## config.mk

```make
export PLATFORM = sky130hd
export DESIGN_NAME = mem_port_arbiter
export DESIGN_NICKNAME = d
export VERILOG_FILES = /design/src/rtl/mem_arb_pkg.sv /design/src/rtl/mem_lane_align.sv /design/src/rtl/mem_port_arbiter.sv
export SDC_FILE = /design/constraint.sdc
export NUM_CORES = 1
export LEC_CHECK = 0
export ABC_AREA = 1
export ABC_CLOCK_PERIOD_IN_PS = 4800
export CORE_AREA = 4 4 190 100
export CTS_BUF_LIST = sky130_fd_sc_hd__clkbuf_16
export DETAILED_ROUTE_END_ITERATION = 10
export DIE_AREA = 0 0 194 104
export MAX_ROUTING_LAYER = met4
export PLACE_DENSITY = 0.87
export SYNTH_ARGS = -nofsm -noshare
export SYNTH_HDL_FRONTEND = slang
export SYNTH_HIERARCHICAL = 1
export SYNTH_SLANG_ARGS = --single-unit
```

## constraint.sdc

```tcl
create_clock -name clk -period 4.8 [get_ports clk]
set_input_delay 1.44 -clock clk [delete_from_list [all_inputs] [get_ports clk]]
set_output_delay 1.44 -clock clk [all_outputs]
set_load 0.01 [all_outputs]
```

## src/rtl/mem_arb_pkg.sv

```systemverilog
// Shared types, funct3 size codes and the access-legality rule used by the
// data-memory port arbiter and its byte-lane helper.
package mem_arb_pkg;

  typedef enum logic [1:0] {
    IDLE,
    ISSUE,
    WAIT_RD,
    RESP
  } state_t;

  typedef enum logic {
    REQ_CORE,
    REQ_ACC
  } req_id_t;

  localparam logic [2:0] F3_B  = 3'b000;
  localparam logic [2:0] F3_H  = 3'b001;
  localparam logic [2:0] F3_W  = 3'b010;
  localparam logic [2:0] F3_BU = 3'b100;
  localparam logic [2:0] F3_HU = 3'b101;

  // True when the access must be rejected: an unknown size code for the
  // direction, or a halfword/word that does not sit on its natural boundary.
  function automatic logic accessErr(input logic we, input logic [2:0] func3,
                                     input logic [1:0] addrLo);
    logic illegal;
    logic misaligned;
    if (we) begin
      illegal = !((func3 == F3_B) || (func3 == F3_H) || (func3 == F3_W));
    end else begin
      illegal = !((func3 == F3_B) || (func3 == F3_H) || (func3 == F3_W) ||
                  (func3 == F3_BU) || (func3 == F3_HU));
    end
    misaligned = ((func3[1:0] == 2'b01) && addrLo[0]) ||
                 ((func3[1:0] == 2'b10) && (addrLo != 2'b00));
    return illegal || misaligned;
  endfunction

endpackage

```

## src/rtl/mem_lane_align.sv

```systemverilog
// Combinational byte-lane helper: byte enables, store-data replication,
// load-data lane select with sign/zero extension, and the reject flag.
module mem_lane_align
  import mem_arb_pkg::*;
(
  input  logic        i_we,
  input  logic [2:0]  i_func3,
  input  logic [1:0]  i_addrLo,
  input  logic [31:0] i_wdata,
  input  logic [31:0] i_memRdata,
  output logic [3:0]  o_be,
  output logic [31:0] o_wdata,
  output logic [31:0] o_rdata,
  output logic        o_err
);

  logic [31:0] w_shifted;

  assign o_err     = accessErr(i_we, i_func3, i_addrLo);
  assign w_shifted = i_memRdata >> {i_addrLo, 3'b000};

  // Size field (func3[1:0]) picks the lane mask and how store data is spread.
  always_comb begin
    o_be    = 4'b0000;
    o_wdata = i_wdata;
    case (i_func3[1:0])
      2'b00: begin
        o_be    = 4'b0001 << i_addrLo;
        o_wdata = {4{i_wdata[7:0]}};
      end
      2'b01: begin
        o_be    = 4'b0011 << i_addrLo;
        o_wdata = {2{i_wdata[15:0]}};
      end
      default: begin
        o_be    = 4'b1111;
        o_wdata = i_wdata;
      end
    endcase
  end

  // Lane already shifted down to bit 0; extend according to the load flavour.
  always_comb begin
    o_rdata = i_memRdata;
    case (i_func3)
      F3_B:    o_rdata = {{24{w_shifted[7]}}, w_shifted[7:0]};
      F3_H:    o_rdata = {{16{w_shifted[15]}}, w_shifted[15:0]};
      F3_BU:   o_rdata = {24'h000000, w_shifted[7:0]};
      F3_HU:   o_rdata = {16'h0000, w_shifted[15:0]};
      default: o_rdata = i_memRdata;
    endcase
  end

endmodule

```

## src/rtl/mem_port_arbiter.sv

```systemverilog
// Two-requester data-memory port arbiter (core = port 0, accelerator = port 1),
// one transaction in flight. Define MEM_ARB_RR_EN for round-robin arbitration;
// otherwise the core always wins a simultaneous request.
module mem_port_arbiter
  import mem_arb_pkg::*;
#(
  parameter int AW = 32,
  parameter int DW = 32
) (
  input  logic          clk,
  input  logic          rst_n,
  input  logic          c_req,
  input  logic          c_we,
  input  logic [2:0]    c_func3,
  input  logic [AW-1:0] c_addr,
  input  logic [DW-1:0] c_wdata,
  output logic          c_gnt,
  output logic          c_rvalid,
  output logic [DW-1:0] c_rdata,
  output logic          c_err,
  input  logic          a_req,
  input  logic          a_we,
  input  logic [2:0]    a_func3,
  input  logic [AW-1:0] a_addr,
  input  logic [DW-1:0] a_wdata,
  output logic          a_gnt,
  output logic          a_rvalid,
  output logic [DW-1:0] a_rdata,
  output logic          a_err,
  output logic          mem_req,
  output logic          mem_we,
  output logic [AW-1:0] mem_addr,
  output logic [3:0]    mem_be,
  output logic [DW-1:0] mem_wdata,
  input  logic          mem_ready,
  input  logic          mem_rvalid,
  input  logic [DW-1:0] mem_rdata
);

  state_t        r_state;
  state_t        w_next;
  req_id_t       r_id;
  req_id_t       w_winner;
  logic          r_we;
  logic [2:0]    r_func3;
  logic [AW-1:0] r_addr;
  logic [DW-1:0] r_wdata;
  logic          r_gntPend;
  logic [DW-1:0] r_cRdata;
  logic [DW-1:0] r_aRdata;

  logic          w_anyReq;
  logic          w_accept;
  logic          w_selWe;
  logic [2:0]    w_selFunc3;
  logic [AW-1:0] w_selAddr;
  logic [DW-1:0] w_selWdata;
  logic          w_selErr;
  logic          w_memReq;
  logic          w_rvalid;
  logic [3:0]    w_be;
  logic [DW-1:0] w_repWdata;
  logic [DW-1:0] w_fmtRdata;
  logic          w_alignErr;

`ifdef MEM_ARB_RR_EN
  req_id_t       r_prio;
`endif

  assign w_anyReq = c_req | a_req;
  assign w_accept = (r_state == IDLE) && w_anyReq;

  // Choose which requester is served when the FSM is ready for a new access.
  always_comb begin
    w_winner = REQ_CORE;
`ifdef MEM_ARB_RR_EN
    if (c_req && a_req) begin
      w_winner = r_prio;
    end else if (a_req) begin
      w_winner = REQ_ACC;
    end
`else
    if (!c_req && a_req) begin
      w_winner = REQ_ACC;
    end
`endif
  end

  // Route the winner's request fields toward the capture registers.
  always_comb begin
    w_selWe    = c_we;
    w_selFunc3 = c_func3;
    w_selAddr  = c_addr;
    w_selWdata = c_wdata;
    if (w_winner == REQ_ACC) begin
      w_selWe    = a_we;
      w_selFunc3 = a_func3;
      w_selAddr  = a_addr;
      w_selWdata = a_wdata;
    end
  end

  // Illegal accesses skip the memory entirely, so decide at capture time.
  assign w_selErr = accessErr(w_selWe, w_selFunc3, w_selAddr[1:0]);

  mem_lane_align u_align (
    .i_we       (r_we),
    .i_func3    (r_func3),
    .i_addrLo   (r_addr[1:0]),
    .i_wdata    (r_wdata),
    .i_memRdata (mem_rdata),
    .o_be       (w_be),
    .o_wdata    (w_repWdata),
    .o_rdata    (w_fmtRdata),
    .o_err      (w_alignErr)
  );

  // FSM state register.
  always_ff @(posedge clk or negedge rst_n) begin
    if (!rst_n) begin
      r_state <= IDLE;
    end else begin
      r_state <= w_next;
    end
  end

  // Next state plus memory request and response strobe. An error response
  // enters RESP while the grant is still pulsing, so it lingers one cycle
  // there before the rvalid pulse.
  always_comb begin
    w_next   = r_state;
    w_memReq = 1'b0;
    w_rvalid = 1'b0;
    case (r_state)
      IDLE: begin
        if (w_anyReq) begin
          w_next = w_selErr ? RESP : ISSUE;
        end
      end
      ISSUE: begin
        w_memReq = 1'b1;
        if (mem_ready) begin
          w_next = r_we ? RESP : WAIT_RD;
        end
      end
      WAIT_RD: begin
        if (mem_rvalid) begin
          w_next = RESP;
        end
      end
      RESP: begin
        if (!r_gntPend) begin
          w_rvalid = 1'b1;
          w_next   = IDLE;
        end
      end
      default: w_next = IDLE;
    endcase
  end

  // Capture the winning request, time the grant pulse and hold per-port read data.
  always_ff @(posedge clk or negedge rst_n) begin
    if (!rst_n) begin
      r_id      <= REQ_CORE;
      r_we      <= 1'b0;
      r_func3   <= 3'b000;
      r_addr    <= '0;
      r_wdata   <= '0;
      r_gntPend <= 1'b0;
      r_cRdata  <= '0;
      r_aRdata  <= '0;
    end else begin
      r_gntPend <= w_accept;
      if (w_accept) begin
        r_id    <= w_winner;
        r_we    <= w_selWe;
        r_func3 <= w_selFunc3;
        r_addr  <= w_selAddr;
        r_wdata <= w_selWdata;
        if (w_selErr) begin
          if (w_winner == REQ_CORE) begin
            r_cRdata <= '0;
          end else begin
            r_aRdata <= '0;
          end
        end
      end
      if ((r_state == WAIT_RD) && mem_rvalid) begin
        if (r_id == REQ_CORE) begin
          r_cRdata <= w_fmtRdata;
        end else begin
          r_aRdata <= w_fmtRdata;
        end
      end
    end
  end

`ifdef MEM_ARB_RR_EN
  // Hand priority to the other port once a response (error or not) completes.
  always_ff @(posedge clk or negedge rst_n) begin
    if (!rst_n) begin
      r_prio <= REQ_CORE;
    end else if (w_rvalid) begin
      r_prio <= (r_id == REQ_CORE) ? REQ_ACC : REQ_CORE;
    end
  end
`endif

  assign c_gnt    = r_gntPend && (r_id == REQ_CORE);
  assign a_gnt    = r_gntPend && (r_id == REQ_ACC);
  assign c_rvalid = w_rvalid && (r_id == REQ_CORE);
  assign a_rvalid = w_rvalid && (r_id == REQ_ACC);
  assign c_err    = c_rvalid && w_alignErr;
  assign a_err    = a_rvalid && w_alignErr;
  assign c_rdata  = r_cRdata;
  assign a_rdata  = r_aRdata;

  assign mem_req   = w_memReq;
  assign mem_we    = w_memReq && r_we;
  assign mem_addr  = w_memReq ? {r_addr[AW-1:2], 2'b00} : '0;
  assign mem_be    = w_memReq ? w_be : 4'b0000;
  assign mem_wdata = w_memReq ? w_repWdata : '0;

endmodule
```

After elaboration in Yosys (flattened, before gate mapping)

Cells that the tools add are included.

Flip-flop bits (word level): 136
Latch bits: 0
RAM bits: 0
Bits in read-only memories: 0
Output and inout bits: 140
Memories kept: 0

Add/sub/neg operators: 0
$mul: 0
Divide/modulo/power cells: 0
Magnitude comparators: 0
Eq/ne operators: 19
Shift-type cells: 3
Mux-type cells: 33
Bitwise logic cells: 2
Reduce and logical (&&, ||, !) cells: 38

Operator list:

| cell                                                              | number |
|---|---|
| 32-bit 2-to-1 mux                                                 | 14 |
| 32-bit one-hot mux with 4 select lines                            | 1 |
| 32-bit one-hot mux with 2 select lines                            | 1 |
| 32-bit by 5-bit >> shifter with 16-bit output                     | 1 |
| 1-bit logical AND                                                 | 14 |
| 3-bit == test, second input constant                              | 4 |
| 1-bit logical OR                                                  | 12 |
| 2-bit 2-to-1 mux                                                  | 5 |
| 2-bit == test, second input constant                              | 4 |
| 1-bit 2-to-1 mux                                                  | 8 |
| 2-bit != test, second input constant                              | 4 |
| 2-bit one-hot mux with 4 select lines                             | 1 |
| 4-bit one-hot mux with 2 select lines                             | 1 |
| 2-bit by 1-bit == test with 1-bit output, second input constant   | 3 |
| 3-bit by 1-bit == test with 1-bit output, second input constant   | 2 |
| 3-bit by 2-bit == test with 1-bit output, second input constant   | 2 |
| 3-bit zero test                                                   | 2 |
| 1-bit zero test                                                   | 5 |
| 2-bit zero test                                                   | 2 |
| 4-bit 2-to-1 mux                                                  | 1 |
| 4-bit AND reduction                                               | 1 |
| 2-bit nonzero test                                                | 2 |
| 1-bit by 2-bit << shifter with 4-bit output, first input constant | 1 |
| 2-bit by 2-bit << shifter with 4-bit output, first input constant | 1 |
| other kinds (3)                                                   | 3 |

Logic depth before layout (Yosys ltp)

Gate-level depths: netlist of run 1.

Word-level depth: 16
Depth in mapped cells: 10
Mapped depth without buffers: 9

Modules after synthesis

The synthesis of run 1 kept the hierarchy.

Modules (own cells, without submodules):

| module           | times used | cells an instance | area each (um^2) | sequential area each (um^2) |
|---|---|---|---|---|
| mem_port_arbiter | 1          | 978               | 6904.1           | 3403.3 |
| mem_lane_align   | 1          | 268               | 1285.0           | 0.0 |

Least setup slack after synthesis of run 1

Ideal clock, no wire load.

Path type: flip-flop to output port
Start point: register r_state[1]
End point: output port mem_addr[25]
Arrival: 1475 ps
Setup slack: 1885 ps
Stages on the path, launching flop included: 7
Buffers on the path: 2
Path through: dfrtp_1 inv_1 ha_1 clkbuf_1 clkbuf_1 nand2_1 inv_1

Longest elaborated chain between the ends: 3

RTL lines:

| element                                  | line                    | RTL |
|---|---|---|
| start, declared                          | mem_port_arbiter.sv:40  | `state_t r_state;` |
| start signal, assigned                   | mem_port_arbiter.sv:123 | `r_state <= w_next;` |
| 2-bit by 1-bit == test with 1-bit output | mem_port_arbiter.sv:134 | `case (r_state)` |
| 1-bit 2-to-1 mux                         | mem_port_arbiter.sv:134 |  |
| via mem_req                              | mem_port_arbiter.sv:30  | `output logic mem_req,` |
| 32-bit 2-to-1 mux                        | mem_port_arbiter.sv:220 | `assign mem_addr = w_memReq ? {r_addr[AW-1:2], 2'b00} : '0;` |
| end, declared                            | mem_port_arbiter.sv:32  | `output logic [AW-1:0] mem_addr,` |

The timed path passes the listed nets, and every way through them passes these cells.

Final worst setup path of run 1

Start point: register r_addr[1]
End point: output port a_err

Longest elaborated chain between the ends: 5

RTL lines:

| element                | line                    | RTL |
|---|---|---|
| start, declared        | mem_port_arbiter.sv:46  | `logic [AW-1:0] r_addr;` |
| start signal, assigned | mem_port_arbiter.sv:178 | `r_addr <= w_selAddr;` |
| 2-bit nonzero test     | mem_arb_pkg.sv:36       | `((func3[1:0] == 2'b10) && (addrLo != 2'b00));` |
| 1-bit logical AND      | mem_arb_pkg.sv:36       |  |
| 1-bit logical OR       | mem_arb_pkg.sv:35       | `misaligned = ((func3[1:0] == 2'b01) && addrLo[0]) \|\|` |
| 1-bit logical OR       | mem_arb_pkg.sv:37       | `return illegal \|\| misaligned;` |
| via w_alignErr         | mem_port_arbiter.sv:64  | `logic w_alignErr;` |
| 1-bit logical AND      | mem_port_arbiter.sv:214 | `assign a_err = a_rvalid && w_alignErr;` |
| end, declared          | mem_port_arbiter.sv:29  | `output logic a_err,` |

The timed path passes the listed nets, and every way through them passes these cells.

==> flow_results.org, run 1 <==
** CTS
- The clock tree synthesis step divided the H-tree into 4 levels.
- Clock sink count :: 136
- Resized Gates After CTS :: 0
- TritonCTS created 17 clock buffers.
- Master cell of the clock root buffer :: sky130_fd_sc_hd__clkbuf_16
- Once the clock tree was built, the setup fixing pass inserted 0 buffers.
- Maximum root-to-sink buffer count :: 2
- TritonCTS built the clock tree.
- Clock-pin slew on the worst setup and hold paths :: about 0.060 ns
- The clock reaches the later pin of the worst-skew pair after around 0.4 ns.
- For this design, the CTS-stage hold fixing added 0 buffers.

** Hold path
- WHS Path Cells :: 2
- The min-delay analysis places its worst path in the category reg2reg.
- Worst-case hold path end point :: r_addr[8]$_DFFE_PN0P_
- The worst hold path begins at r_addr[8]$_DFFE_PN0P_.

** Placed design
- Gpl congestion :: approximately 0.96
- After legalization and detailed placement, the total HPWL measured between 20000 and 25000 um.
- Post-placement worst setup slack :: ~0.93 ns
- During placement, the flow inserted port buffers numbering 311.

** Floorplanning
- The floorplan step set the die width to between 150 and 200 um.
- Site Rows :: 34
- After floorplanning, the core was sized to cover around 0.017 mm^2.
- The die is between 100 and 150 um tall.
- Die Footprint :: slightly above 0.02 mm^2
- For this configuration, the core starts out at a cell density of 47.65%.
- Number of top-level pins :: ~310

** Global route
- Entering global routing, the biggest net connects 77 pins.
- Antenna violations before repair :: 0
- Aggregate global routing overflow :: 0
- The number of global-route vias before repair is between 8000 and 9000.
- Wire length of the first global-routing pass :: ~46000 um
- Global routing consumed, over all layers together, roughly 28% of the routing resources.

** Routing
- Number of nets with antenna violations after routing :: 0
- Overall via count from detail_route :: approximately 9100
- Final routed DRC violation total :: 0
- Detailed Route WL :: between 20000 and 30000 um
- WL/cell :: 16.32 um
- Using the TritonRoute via totals, the vias-per-cell ratio works out to 5.207.
- Drt pass-1 iters :: 7
- Violation count after the first detailed-routing iteration :: approximately 800

** STA
- Unrepaired setup endpoints after global routing :: no
- Static timing analysis puts the maximum clock frequency at between 0.2 and 0.25 GHz.
- Setup violations remaining at the end of the flow were counted as 0.
- Final WS setup :: ~0.6 ns
- Max Transition Viols Final :: 0
- Worst slew margin relative to its limit :: between 20% and 30%
- Worst hold slack :: 0.4979 ns
- Setup total negative slack on the finished layout was measured at 0 ns.
- Crit path time final :: about 4.2 ns
- Total count of hold-check failures in the final report :: 0
- Share of the clock period used by the worst path :: between 80 and 90%
- Final worst clock skew :: 0.008956 ns
- Transition at the pin with the smallest max-transition slack :: 1.166 ns

** Critical path
- On the worst path, the slowest cell contributes a delay of approximately 0.82 ns.
- Measured in cells, the most critical reg-to-reg path has a length of 7.
- CP max stage cell :: sky130_fd_sc_hd__dfrtp_1
- Largest driver fanout on the critical path :: 19
- Beginning of the critical path :: r_addr[1]$_DFFE_PN0P_
- Type of element launching the critical path :: register
- STA classifies the critical path endpoint as an output pin.
- For the worst setup path, the data required time is between 3 and 4 ns.
- Worst reg2reg setup slack :: 2.33 ns
- Walking the worst path, the cells encountered are nor2_4 > clkinv_1 > nor3_1 > o22ai_1 > inv_1 > nor4_1 > clkdlybuf4s50_1.
- Setup CP Type :: reg2out
- At the worst endpoint, the arrival time is between 2 and 3 ns.
- Origin of the critical flop-to-flop path :: r_state[0]$_DFFE_PN0P_
- In this run the critical register-to-register path is captured at r_func3[1]$_DFFE_PN0P_.

** Yosys
- Main flop type after synthesis :: sky130_fd_sc_hd__dfrtp_1
- The synthesized netlist devotes under 10% of its cell area to compound gates.
- Synth Instances :: about 1200
- EDFF count, synth :: 0
- After synthesis, flip-flops and latches occupy just over 40% of the total area.
- The synthesized netlist devotes less than 1% of its cell area to adder and majority cells.
- Dominant combinational cell family by area after synthesis :: simple AND/OR/NAND/NOR gates
- Basic-gate share of the synthesized area counting and, or, nand and nor cells :: about 41%
- In this run the cell area of the synthesized design comes to slightly above 0.008 mm^2.
- Counting distinct cell types in the post-synthesis netlist gives 31.
- Yosys synthesis warning count :: 6
- Of the total synthesized cell area, the portion taken by XOR and XNOR cells is 0%.
- After synthesis, the share of cell area in mux cells is 0%.
- Avg Synthesized Cell Area :: between 6 and 7 um^2
- Flip-flop and latch count after synthesis :: ~140
- Counting flops with an async set or reset pin after synthesis yields a share of 100.0%.

** Power
- In this run the power density over the cells is 579.3 mW/mm^2.
- Summed over all cells, the static leakage comes to ~6.3 nW.
- Across the VDD grid, the largest voltage drop is between 0.3 and 0.4 mV.

** Final layout
- Count of antenna diodes in the layout :: 0
- Summing all multi-input logic gate instances after layout gives roughly 0.0038 mm^2.
- Final cell utilization of the core :: between 60 and 70%
- Across the whole layout, storage elements account for about 0.0034 mm^2.
- Layout Area Growth over Synthesis :: 45.41%
- Number of nets in the layout :: between 1500 and 2000
- Of the cells placed in the final design, the portion with a size suffix greater than 1 is 4.408%.
- Final-layout fill cell count :: 1435

** Status
- The run finished with clean final reports.

** Run
- Number of max-capacitance violations reported :: 0
==> layer usage <==
metal  up-vias  track usage (%)  wire length, um  part of all wire [%]
met3        86            3.528             1961                   6.8
li1       4328                -                -                     -
met2       480            47.73            14200                    50
met4         0            11.63             1115                   3.9
met1      4239            34.26            11350                    40
met5         -                -                0                     0
==> synth_stat cells, types with 5 or more instances <==
master                       n  area (um^2)
sky130_fd_sc_hd__nand2_1   554         2079
sky130_fd_sc_hd__inv_2       5        18.77
sky130_fd_sc_hd__clkbuf_1   36        135.1
sky130_fd_sc_hd__o21ai_0    22        110.1
sky130_fd_sc_hd__a21oi_1    18        90.09
sky130_fd_sc_hd__inv_1     155        581.8
sky130_fd_sc_hd__buf_2      18        90.09
sky130_fd_sc_hd__dfrtp_1   136         3403
sky130_fd_sc_hd__buf_4      19        142.6
sky130_fd_sc_hd__nand3_1   181        905.9
sky130_fd_sc_hd__o211ai_1    6        45.04
sky130_fd_sc_hd__nor2_1     45        168.9
sky130_fd_sc_hd__buf_6       5        56.30
sky130_fd_sc_hd__nand4_1     8        50.05
==> cells in the final DEF, fill, tap and decap left out, drive strengths merged <==
cell type | Yosys | final
inv | 160 | 164
clkdlybuf4s50 | 0 | 310
o21bai | 1 | 1
dfrtp | 136 | 136
nor4 | 2 | 2
nand3 | 185 | 185
nand2 | 559 | 559
nor2 | 49 | 49
a21oi | 19 | 19
bufinv | 0 | 4
buf | 46 | 14
o211ai | 6 | 6
o22ai | 1 | 1
conb | 1 | 2
nand4 | 8 | 8
o21ai | 23 | 23
clkinvlp | 0 | 4
clkinv | 1 | 3
nor3 | 4 | 4
clkbuf | 36 | 17
a31oi | 4 | 4
nand3b | 1 | 1
ha | 4 | 4
==> critical path: cells and delay by family (launching register included) <==
| family | cells | cell delay (ns) |
|---|---|---|
| DFF | 1 | 0.82 |
| and+or+nand+nor | 3 | 0.46 |
| AOI/OAI and AO/OA | 1 | 0.16 |
| buffers and inverters | 3 | 0.91 |
==> layout make-up <==
class                      instances  share of cell area (%)
multi-input combinational        868                   31.54
sequential                       136                   28.59
timing repair buffer             324                   27.08
inverter                         161                   5.075
clock buffer                      17                   3.573
tap                              234                   2.459
clock inverter                    14                   1.681
==> worst max-delay path by stage <==
stage	cells after the start	slack, ns	end
3_3_place_gp	9	1.03	a_rdata[17]$_DFF_PN0_
2_1_floorplan	6	1.89	mem_addr[25]
5_1_grt	7	0.49	c_err
6_report	7	0.58	a_err
4_1_cts	7	0.66	c_err
3_5_place_dp	9	0.93	a_rdata[9]$_DFF_PN0_
==> stage by stage <==
stage                     power (mW)  area, um^2  cells
after floorplan                4.036        8193   1247
after global placement         5.359       11280   1723
after detailed placement       5.454       11280   1723
after CTS                      6.878       11910   1754
after global routing           7.380       11910   1754
final                          6.899       11910   1754
==> state kept, by name (all words and copies together) (netlist names) <==
| register | cells |
|---|---|
| a_rdata | 32 |
| c_rdata | 32 |
| r_addr | 32 |
| r_func3 | 3 |
| r_gntPend | 1 |
| r_id | 1 |
| r_state | 2 |
| r_wdata | 32 |
| r_we | 1 |
==> where the power goes <==
part           switching (mW)  leakage [nW]  internal [mW]
sequential              0.401          1.72           1.63
combinational            1.99          4.28           1.47
clock                   0.533         0.295          0.874
total                    2.93          6.30           3.97
==> cell families after synthesis <==
kind of cell    Yosys count
compound gates           54
fa+ha+maj                 4
buf+inv                 243
flops                   136
other cells               1
simple gates            808
Power figures use the tool's default switching activity.
==> run 2, diff against run 1 <==
--- a/config.mk
+++ b/config.mk
@@ -11,6 +11,7 @@
 export CTS_BUF_LIST = sky130_fd_sc_hd__clkbuf_16
 export DETAILED_ROUTE_END_ITERATION = 10
 export DIE_AREA = 0 0 194 104
+export GPL_ROUTABILITY_DRIVEN = 0
 export MAX_ROUTING_LAYER = met4
 export PLACE_DENSITY = 0.87
 export SYNTH_ARGS = -nofsm -noshare
==> flow_results.org, run 2 (synthesis gave the netlist of run 1 again) <==
** Status
- The run finished with clean final reports.

** STA
- Summed over all failing endpoints, the final setup total negative slack is 0 ns.
- Final worst clock skew :: ~0.015 ns
- Based on the critical path, the design can be clocked at up to ~0.23 GHz.
- At the pin with the least slew margin, the transition time is about 1.1 ns.
- Share of the clock period used by the worst path :: between 80% and 90%
- Across all setup checks in the final design, the least slack found is 0.5247 ns.
- Worst slew margin relative to its limit :: 23.30%
- Setup violations remaining at the end of the flow were counted as 0.
- Setup repair after global routing left no endpoint under its margin.
- Total count of hold-check failures in the final report :: 0
- The number of pins exceeding their max-slew limit in the final report came to 0.
- The worst path in the final design needs a cycle of ~4.3 ns, including I/O delays and setup.

** Hold path
- The tightest min-delay check is of the reg2reg type.

** Critical path
- The critical path is of the reg2out type.
- Largest driver fanout on the critical path :: 19
- Crit path arrival time :: roughly 2.8 ns
- Required time at the worst-slack endpoint :: approximately 3.4 ns
- Worst reg2reg setup slack :: between 2 and 2.5 ns
- CP endpoint kind :: output pin
- The worst setup path is launched from a register.

** Run
- Max-cap violations in this run came to 0.

** Floorplanning
- Horizontal die dimension :: between 150 and 200 um
- Core Area :: 0.01719 mm^2
- Die span in y :: roughly 100 um
- Site Rows :: 34
- Die Footprint :: 0.02018 mm^2
- For this design the top-level I/O count stands at ~310.
- Once the floorplan was initialized, standard cells occupied around 48% of the core.

** Routing
- Detailed Route WL :: around 29000 um
- In this run, the number of DRC markers left after iteration 0 of detailed routing was 789.
- For this block, the via count after detailed routing is 9177.
- Before antenna repair, the detailed router went through 6 iterations.
- Once detail routing completed, the nets flagged for antenna violations numbered 0.
- WL/cell :: around 16 um
- Mean number of vias per cell :: 5.229
- Final routed DRC violation total :: 0

** Final layout
- Most frequent standard cell in the layout excluding fill and tap cells :: sky130_fd_sc_hd__nand2_1
- Cells fill between 60 and 70% of the core in the end.
- Commonest non-fill, non-tap cells in the layout :: 554 x sky130_fd_sc_hd__nand2_1, 310 x sky130_fd_sc_hd__clkdlybuf4s50_1, 181 x sky130_fd_sc_hd__nand3_1, 156 x sky130_fd_sc_hd__inv_1, 135 x sky130_fd_sc_hd__dfrtp_1
- Count of antenna diodes in the layout :: 0
- Proportion of layout cells with a drive suffix above 1 :: under 10%
- Number of nets in the layout :: between 1500 and 2000
- The area growth from synthesis to layout is 45.15%.

** CTS
- Post-CTS setup repair buffer count :: 0
- Maximum root-to-sink buffer count :: 2
- Hold_buf cts :: 0
- The tree is rooted in a sky130_fd_sc_hd__clkbuf_16.
- The number of clock buffers added by TritonCTS is 17.
- For this design, the sink count on the clock tree is 136.
- The H-tree generated during clock tree synthesis spans 4 levels.
- Resized Gates After CTS :: 0
- TritonCTS clock tree :: yes
- For the worst-skew pair, the clock arrives at the later sink with an insertion delay of between 0.4 and 0.5 ns.
- After clock tree synthesis, the clock-pin slew on the worst setup and hold paths is 0.06 ns.

** Placed design
- During placement, the flow inserted port buffers numbering 311.
- Half-perimeter wire length after detailed placement :: 20870 um
- OpenSTA, run right after detailed placement, puts the worst setup slack at about 0.87 ns.

** Global route
- Number of global-route vias before repair :: 8996
- Entering global routing, the biggest net connects between 100 and 150 pins.
- The initial antenna violation count is 0.
- The first global-routing pass estimated 45710 um of wire.
- Global routing finished with a remaining overflow of 0.
- In the global route stage, overall resource usage came out at between 20% and 30%.

** Power
- Power density over cell area :: roughly 580 mW/mm^2
- VDD sags by at most around 0.39 mV.
- LEAKAGE :: 6.287 nW
## run 2: cell count changes in the layout (fill, tap and decap cells not counted), sizes merged
cell / previous run / this run
inv: 164 / 163
clkinv: 3 / 6
bufinv: 4 / 3
## run 2: power by group
group / switching, mW / leakage [nW] / internal, mW / total [mW]
sequential: 0.383 / 1.72 / 1.63 / 2.01
combinational: 2.01 / 4.28 / 1.47 / 3.48
clock: 0.536 / 0.286 / 0.820 / 1.36
total: 2.93 / 6.29 / 3.92 / 6.85
## run 2: critical path, cell delays in order, from the launching register on
cell,delay [ns]
sky130_fd_sc_hd__dfrtp_1,0.81
sky130_fd_sc_hd__nor2_4,0.16
sky130_fd_sc_hd__clkinv_1,0.22
sky130_fd_sc_hd__nor3_1,0.08
sky130_fd_sc_hd__o22ai_1,0.13
sky130_fd_sc_hd__inv_1,0.10
sky130_fd_sc_hd__nor4_1,0.32
sky130_fd_sc_hd__clkdlybuf4s50_1,0.61
## run 2: path summary, 6_finish.rpt
check,startpoint,end,depth (start not counted)
max,r_addr[1]$_DFFE_PN0P_,c_err,7
max in group asynchronous,rst_n,c_rdata[12]$_DFF_PN0_,2
min,r_addr[4]$_DFFE_PN0P_,r_addr[4]$_DFFE_PN0P_,2
min in group asynchronous,rst_n,a_rdata[29]$_DFF_PN0_,1
max reg2reg,r_state[0]$_DFFE_PN0P_,r_func3[1]$_DFFE_PN0P_,7
min reg2reg,r_addr[4]$_DFFE_PN0P_,r_addr[4]$_DFFE_PN0P_,2
## run 2: routing by layer
layer	up-vias	wire [um]	GRT usage, %
met5	-	0	-
met4	0	1219	11.53
met3	100	2113	3.592
met2	507	14120	47.88
met1	4242	11140	34.23
li1	4328	-	-
## run 2: per-stage QoR
| stage | instances | hold slack (ns) | power (mW) | area [um^2] |
|---|---|---|---|---|
| 2_1_floorplan | 1247 | 0.4652 | 4.036 | 8193 |
| 3_3_place_gp | 1723 | 0.4788 | 5.347 | 11280 |
| 4_1_cts | 1755 | 0.4982 | 6.830 | 11890 |
| 3_5_place_dp | 1723 | 0.4834 | 5.453 | 11280 |
| 5_1_grt | 1755 | 0.5262 | 7.350 | 11890 |
| 6_report | 1755 | 0.4958 | 6.853 | 11890 |
## run 2: final cells by class
| cell class | instances | area, um^2 |
|---|---|---|
| fill | 1389 | 5300 |
| multi-input combinational | 868 | 3756 |
| sequential | 136 | 3405 |
| timing repair buffer | 324 | 3224 |
| inverter | 161 | 604.3 |
| clock buffer | 17 | 425.4 |
| tap | 234 | 292.8 |
| clock inverter | 15 | 178.9 |
